==> src/rtl/spi_slave_if.sv <==
// SPI mode-1 responder (CPOL=0, CPHA=1), 8-bit MSB-first, all SPI pins oversampled on clk; SPI_SLAVE_STATUS_EN adds sticky status flags.
// Latency: SPI edge to action is SYNC_STAGES+1 clk; rx_valid rises the clk after the 8th capture is applied.
// Backpressure: none toward the master; an unread rx byte is overwritten, an empty TX buffer sends 8'h00.
module spi_slave_if #(
    parameter int unsigned SYNC_STAGES = 2,
    parameter logic        IDLE_MISO   = 1'b0
) (
    input  logic       clk,
    input  logic       rst_n,
    input  logic       SPI_CLK,
    input  logic       SPI_EN,
    input  logic       SPI_MOSI,
    output logic       SPI_MISO,
    input  logic [7:0] tx_data,
    input  logic       tx_valid,
    output logic       tx_ready,
    output logic [7:0] rx_data,
    output logic       rx_valid,
    input  logic       rx_ready,
`ifdef SPI_SLAVE_STATUS_EN
    input  logic       status_clr,
    output logic       status_overrun,
    output logic       status_underrun,
`endif
    output logic       busy
);

    typedef enum logic {
        ST_IDLE   = 1'b0,
        ST_ACTIVE = 1'b1
    } state_t;

    state_t state_q, state_d;

    logic [SYNC_STAGES-1:0] sclk_sync;
    logic [SYNC_STAGES-1:0] en_sync;
    logic [SYNC_STAGES-1:0] mosi_sync;
    logic                   sclk_prev;
    logic                   en_prev;

    logic sclk_s, en_s, mosi_s;
    logic sclk_rise, sclk_fall, en_fall, en_rise;

    logic [7:0] tx_buf;
    logic       tx_full;
    logic [7:0] tx_sh;
    // Only seven bits need holding; the eighth comes straight from MOSI on the last capture.
    logic [6:0] rx_sh;
    logic [2:0] bit_cnt;

    logic enter, go_idle, launch, capture;
    logic byte_done, load_tx;

    // Chip select syncs to its idle-high level so reset never fakes a CS assert.
    always_ff @(posedge clk or negedge rst_n) begin
        if (!rst_n) begin
            sclk_sync <= '0;
            en_sync   <= '1;
            mosi_sync <= '0;
            sclk_prev <= 1'b0;
            en_prev   <= 1'b1;
        end else begin
            sclk_sync <= {sclk_sync[SYNC_STAGES-2:0], SPI_CLK};
            en_sync   <= {en_sync[SYNC_STAGES-2:0], SPI_EN};
            mosi_sync <= {mosi_sync[SYNC_STAGES-2:0], SPI_MOSI};
            sclk_prev <= sclk_sync[SYNC_STAGES-1];
            en_prev   <= en_sync[SYNC_STAGES-1];
        end
    end

    assign sclk_s    = sclk_sync[SYNC_STAGES-1];
    assign en_s      = en_sync[SYNC_STAGES-1];
    assign mosi_s    = mosi_sync[SYNC_STAGES-1];
    assign sclk_rise = sclk_s & ~sclk_prev;
    assign sclk_fall = ~sclk_s & sclk_prev;
    assign en_fall   = ~en_s & en_prev;
    assign en_rise   = en_s & ~en_prev;

    always_ff @(posedge clk or negedge rst_n) begin
        if (!rst_n) begin
            state_q <= ST_IDLE;
        end else begin
            state_q <= state_d;
        end
    end

    // CS deassert takes priority over any SPI_CLK edge seen in the same cycle.
    always_comb begin
        state_d = state_q;
        enter   = 1'b0;
        go_idle = 1'b0;
        launch  = 1'b0;
        capture = 1'b0;
        case (state_q)
            ST_IDLE: begin
                if (en_fall) begin
                    state_d = ST_ACTIVE;
                    enter   = 1'b1;
                end
            end
            ST_ACTIVE: begin
                if (en_rise) begin
                    state_d = ST_IDLE;
                    go_idle = 1'b1;
                end else if (sclk_rise) begin
                    launch = 1'b1;
                end else if (sclk_fall) begin
                    capture = 1'b1;
                end
            end
            default: state_d = ST_IDLE;
        endcase
    end

    assign byte_done = capture && (bit_cnt == 3'd7);
    assign load_tx   = enter | byte_done;
    assign tx_ready  = ~tx_full;
    assign busy      = (state_q == ST_ACTIVE);

    // TX buffer: a write in the same cycle as a load refills it.
    always_ff @(posedge clk or negedge rst_n) begin
        if (!rst_n) begin
            tx_buf  <= 8'h00;
            tx_full <= 1'b0;
        end else begin
            if (load_tx) begin
                tx_full <= 1'b0;
            end
            if (tx_valid && tx_ready) begin
                tx_buf  <= tx_data;
                tx_full <= 1'b1;
            end
        end
    end

    always_ff @(posedge clk or negedge rst_n) begin
        if (!rst_n) begin
            tx_sh    <= 8'h00;
            SPI_MISO <= IDLE_MISO;
        end else begin
            if (load_tx) begin
                tx_sh <= tx_full ? tx_buf : 8'h00;
            end else if (launch) begin
                tx_sh <= {tx_sh[6:0], 1'b0};
            end
            if (launch) begin
                SPI_MISO <= tx_sh[7];
            end else if (go_idle) begin
                SPI_MISO <= IDLE_MISO;
            end
        end
    end

    always_ff @(posedge clk or negedge rst_n) begin
        if (!rst_n) begin
            rx_sh   <= 7'h00;
            bit_cnt <= 3'd0;
        end else begin
            if (enter || go_idle) begin
                rx_sh   <= 7'h00;
                bit_cnt <= 3'd0;
            end else if (capture) begin
                rx_sh   <= {rx_sh[5:0], mosi_s};
                bit_cnt <= bit_cnt + 3'd1;
            end
        end
    end

    // A completing byte beats a same-cycle consume, so rx_valid stays up.
    always_ff @(posedge clk or negedge rst_n) begin
        if (!rst_n) begin
            rx_data  <= 8'h00;
            rx_valid <= 1'b0;
        end else begin
            if (byte_done) begin
                rx_data  <= {rx_sh, mosi_s};
                rx_valid <= 1'b1;
            end else if (rx_valid && rx_ready) begin
                rx_valid <= 1'b0;
            end
        end
    end

`ifdef SPI_SLAVE_STATUS_EN
    logic overrun_set, underrun_set;

    assign overrun_set  = byte_done & rx_valid;
    assign underrun_set = load_tx & ~tx_full;

    always_ff @(posedge clk or negedge rst_n) begin
        if (!rst_n) begin
            status_overrun  <= 1'b0;
            status_underrun <= 1'b0;
        end else begin
            status_overrun  <= overrun_set | (status_overrun & ~status_clr);
            status_underrun <= underrun_set | (status_underrun & ~status_clr);
        end
    end
`endif

endmodule

==> config.mk <==
export PLATFORM = sky130hd
export DESIGN_NAME = spi_slave_if
export DESIGN_NICKNAME = d
export VERILOG_FILES = /design/src/rtl/spi_slave_if.sv
export SDC_FILE = /design/constraint.sdc
export NUM_CORES = 1
export LEC_CHECK = 0
export CAP_MARGIN = 15
export CORE_MARGIN = 2
export CORE_UTILIZATION = 50
export CTS_CLUSTER_DIAMETER = 120
export DETAILED_ROUTE_END_ITERATION = 6
export PLACE_DENSITY = 0.75
export SYNTH_ARGS = -nofsm -noshare
export SYNTH_HDL_FRONTEND = slang
export SYNTH_SLANG_ARGS = --single-unit
==> constraint.sdc <==
create_clock -name clk -period 2.36 [get_ports clk]
set_input_delay 0.472 -clock clk [delete_from_list [all_inputs] [get_ports clk]]
set_output_delay 0.472 -clock clk [all_outputs]
set_load 0.005 [all_outputs]
## Yosys cells after proc, flatten, opt, wreduce, memory -nomap -nowiden

Cells that the tools add are included.

- Register bits after elaboration: 46
- Output and inout port bits: 12
- Word-level logic and storage cells: 62

- Add/subtract/negate cells: 1
- Equality and inequality tests: 1
- Mux-type cells: 26
- Bitwise logic cells: 11
- Reduce and logical (&&, ||, !) cells: 9

Operator list:

| operator | number |
|---|---|
| $mux 8 | 3 |
| $mux 1 | 18 |
| $mux 7 | 2 |
| $reduce_bool 2->1 | 5 |
| $mux 3 | 2 |
| $not 1->1 | 6 |
| $and 1x1->1 | 4 |
| $add 3x1->3 const B | 1 |
| $eq 3x3->1 const B | 1 |
| $logic_and 1x1->1 | 3 |
| $pmux 1 s2 | 1 |
| $logic_or 1x1->1 | 1 |
| $or 1x1->1 | 1 |

## Depth between registers and ports, before layout

- Word-level depth: 10
- Depth in mapped cells: 6
- Gate-level depth less buffers: 5

## Least setup slack after synthesis

Ideal clock, no wire load.

- Kind: reg-to-reg
- Start: register bit_cnt[0]
- End: register tx_sh[1]
- Library setup time: 0.079 ns
- Arrival time: 1.337 ns
- Data required time: 2.281 ns
- Setup slack: 0.943 ns
- Cell stages (with the launch flop): 6
- Buffers on the path: 1
- Path through: dfrtp_1 > ha_1 > ha_1 > a41oi_1 > buf_4 > mux2i_1

- Longest elaborated chain between the ends: 4

RTL lines:

| element | RTL line | text |
|---|---|---|
| from (decl) | 49 | `logic [2:0] bit_cnt;` |
| from (signal assigned) | 164 | `bit_cnt <= bit_cnt + 3'd1;` |
| $eq 3x3->1 * | 115 | `assign byte_done = capture && (bit_cnt == 3'd7);` |
| $logic_and 1x1->1 * | 115 |  |
| $or 1x1->1 * | 116 | `assign load_tx = enter \| byte_done;` |
| $mux 8 / $reduce_bool 2->1 (equally long branches) | n/a |  |
| to (signal assigned) | 142 | `tx_sh <= tx_full ? tx_buf : 8'h00;` |
| to (signal assigned) | 144 | `tx_sh <= {tx_sh[6:0], 1'b0};` |
| to (decl) | 46 | `logic [7:0] tx_sh;` |

Mark *: on every way between the ends. The rest lies on a longest branch, timed or not.
A chain may end at the register's enable or synchronous reset.

## Final worst setup path

- Start: register tx_full
- End: output tx_ready

- Longest elaborated chain between the ends: 1

RTL lines:

| element | RTL line | text |
|---|---|---|
| from (decl) | 45 | `logic tx_full;` |
| from (signal assigned) | 124 | `tx_full <= 1'b0;` |
| from (signal assigned) | 127 | `tx_full <= 1'b0;` |
| from (signal assigned) | 131 | `tx_full <= 1'b1;` |
| $not 1->1 | 117 | `assign tx_ready = ~tx_full;` |
| to (decl) | 16 | `output logic tx_ready,` |

No other way between the ends.

==> flow_summary.json <==
{
  "clock-root-buffer": "clkbuf_4",
  "rr_worst_depth": 4,
  "crit_path_end_kind": "primary output",
  "post_cts_buffers": 0,
  "pre_cts_slack_ps": 579,
  "crit_slowest_cell": "dfrtp_1",
  "drtIter0Drc": 36,
  "grt_overflow_total": 0,
  "grt_max_degree": 21,
  "skew_ps": 15.2,
  "port_buffers": 26,
  "layout_common_cells": "43 x dfrtp_1, 25 x clkdlybuf4s50_1, 16 x mux2_2",
  "min_path_type": "in2async",
  "cts_buffer_depth": 2,
  "finalSetupTns_ps": 0,
  "yosysSeqAreaShare_pct": 63.6,
  "grt_usage_pct": 16.7,
  "hold_viol": 0,
  "syn-mean-instance-area_um2": 14.4,
  "arrival_ps": 1440,
  "n_antenna_cell": 0,
  "syn_area_um2": 1820,
  "outcome": "finished, final reports clean",
  "fp-row-count": 21,
  "grt_pass1_wl_um": 5240,
  "cp_cell_sequence": "inv_1 -> clkdlybuf4s50_1",
  "vias": 1048,
  "crit_type": "reg2out",
  "clkSinkCount": 46,
  "dpl_cell_area_um2": 2120,
  "vias_per_cell": 5.11,
  "syn_inst": 126,
  "final_common_cell": "dfrtp_1",
  "reg2reg_to": "tx_sh[6]$_DFFE_PN0P_",
  "setup_ws_ps": 445,
  "fin_crit_ps": 1920,
  "synth_cell_types": 26,
  "antenna_found_initial": 0,
  "ioPinCount": 27,
  "worstMarginPinSlew_ps": 567,
  "critPathLaunchType": "flop",
  "die_h_um": 64.3,
  "cts-hold-fix-buffers": 0,
  "max-vdd-ir-drop_mv": 0.605,
  "drv_slew": 0,
  "cts_buffers": 5,
  "leakage_nw": 1.09,
  "core_um2": 3420,
  "powerDensity_nw_per_um2": 822,
  "setup_violations": 0,
  "htreeDepth": 2,
  "final.period_utilization_pct": 81.2,
  "syn_to_final_growth_pct": 20.0,
  "start_util_pct": 53.2,
  "first_global_vias": 1137,
  "dieArea_um2": 4130,
  "drc": 0,
  "cap_violations": 0,
  "die_x_um": 64.3,
  "first_pass_iters": 4,
  "postRouteAntennaNets": 0,
  "max_stage_delay_ps": 520,
  "final_area_um2": 2180,
  "fmax_ghz": 0.522,
  "postLayoutCoreUtil_pct": 63.8,
  "cts_tree": "done",
  "required_ps": 1890,
  "syn_nets": 143,
  "worst_skew_pair.late_latency_ps": 350,
  "routabilityCongestion": 0.714,
  "synth_warnings": 0,
  "regToRegSetupSlack_ps": 590,
  "routedWlPerCell_um": 13.9,
  "ys_seq_elements": 46,
  "dp_hpwl_um": 2100,
  "path_clk_slew_ps": 130,
  "rsz0062_at_grt": "no",
  "r2r-start": "en_prev$_DFF_PN1_",
  "maxSlewHeadroom_pct": 62.0,
  "drive_gt1_share_pct": 23.3,
  "crit_fanout": 11,
  "hold_slack_ps": 32.4,
  "totalWireLength_um": 2850,
  "nNetsFinal": 175,
  "cts_resized": 0
}
## Yosys cell counts
| cell | count | area, µm² |
|---|---|---|
| nor3b_1 | 1 | 7.51 |
| nor2b_1 | 2 | 12.5 |
| dfrtp_1 | 43 | 1080 |
| clkbuf_1 | 1 | 3.75 |
| mux2_4 | 1 | 15.0 |
| ha_1 | 2 | 25.0 |
| nand4b_1 | 1 | 8.76 |
| and2b_1 | 1 | 7.51 |
| mux2_2 | 16 | 180 |
| nand2_1 | 10 | 37.5 |
| nand2_4 | 1 | 11.3 |
| buf_6 | 1 | 11.3 |
| o21ai_1 | 2 | 10.0 |
| nand2b_2 | 1 | 8.76 |
| o21ai_0 | 3 | 15.0 |
| nor2b_2 | 1 | 8.76 |
| dfstp_2 | 3 | 78.8 |
| and3_4 | 1 | 11.3 |
| buf_2 | 1 | 5.00 |
| nand3_1 | 2 | 10.0 |
| buf_4 | 3 | 22.5 |
| mux2i_1 | 14 | 140 |
| inv_1 | 4 | 15.0 |
| a22o_1 | 9 | 78.8 |
| a21o_1 | 1 | 7.51 |
| a41oi_1 | 1 | 8.76 |
## worst max path at each step
stage	from	endpoint	slack, ps
2_1_floorplan	bit_cnt[0]$_DFFE_PN0P_	tx_sh[1]$_DFFE_PN0P_	940
3_3_place_gp	tx_valid	tx_buf[4]$_DFFE_PN0P_	690
3_5_place_dp	en_prev$_DFF_PN1_	tx_sh[6]$_DFFE_PN0P_	580
4_1_cts	tx_full$_DFFE_PN0P_	tx_ready	420
5_1_grt	tx_full$_DFFE_PN0P_	tx_ready	350
6_report	tx_full$_DFFE_PN0P_	tx_ready	440
## through the flow
stage	total power (W)	std cells
final	0.00179	205
after CTS	0.00181	205
after global routing	0.00190	205
after floorplan	0.00131	126
after global placement	0.00143	197
after detailed placement	0.00146	197
## flip-flops by register name, summed over array words and instances, names as in the netlist
| name | flops |
|---|---|
| rx_valid | 1 |
| tx_sh | 8 |
| mosi_sync | 2 |
| tx_full | 1 |
| rx_data | 8 |
| tx_buf | 8 |
| busy | 1 |
| bit_cnt | 3 |
| rx_sh | 7 |
| en_sync | 2 |
| sclk_sync | 2 |
| en_prev | 1 |
| sclk_prev | 1 |
| SPI_MISO | 1 |
## cell families (layout without fill, tap and decap cells)
family | Yosys count | in the layout | share of synthesized area [%]
flops | 46 | 46 | 63.6
mux | 31 | 31 | 18.5
simple gates | 21 | 21 | 6.82
compound gates | 16 | 16 | 6.61
buf+inv | 10 | 43 | 3.17
fa+ha+maj | 2 | 2 | 1.38
## area by class of cell
class,count,area [µm²]
clock inverters,2,13.8
inverters,4,15.0
fillers,261,1240
well taps,46,57.6
multi-input cells,70,604
clock buffers,6,41.3
repair buffers,31,293
flip-flops and latches,46,1150
## routing by layer
layer / global-route usage (%) / share of wire (%)
met5: 0 / 0
met3: 3.87 / 3.2
met1: 22.8 / 48
met2: 25.7 / 48
met4: 7.18 / 1.5
## where the power goes
group          leakage, nW  switching, W  total [W]  internal, W
logic                0.478      0.000151   0.000369     0.000218
clock network       0.0322      0.000240   0.000357     0.000117
registers            0.584      0.000111    0.00106     0.000953
## critical path, delay by kind of cell (launching register included)
kind / cells / cell delay, ps
buffers and inverters: 2 / 580
DFF: 1 / 520
Power figures use the tool's default switching activity.
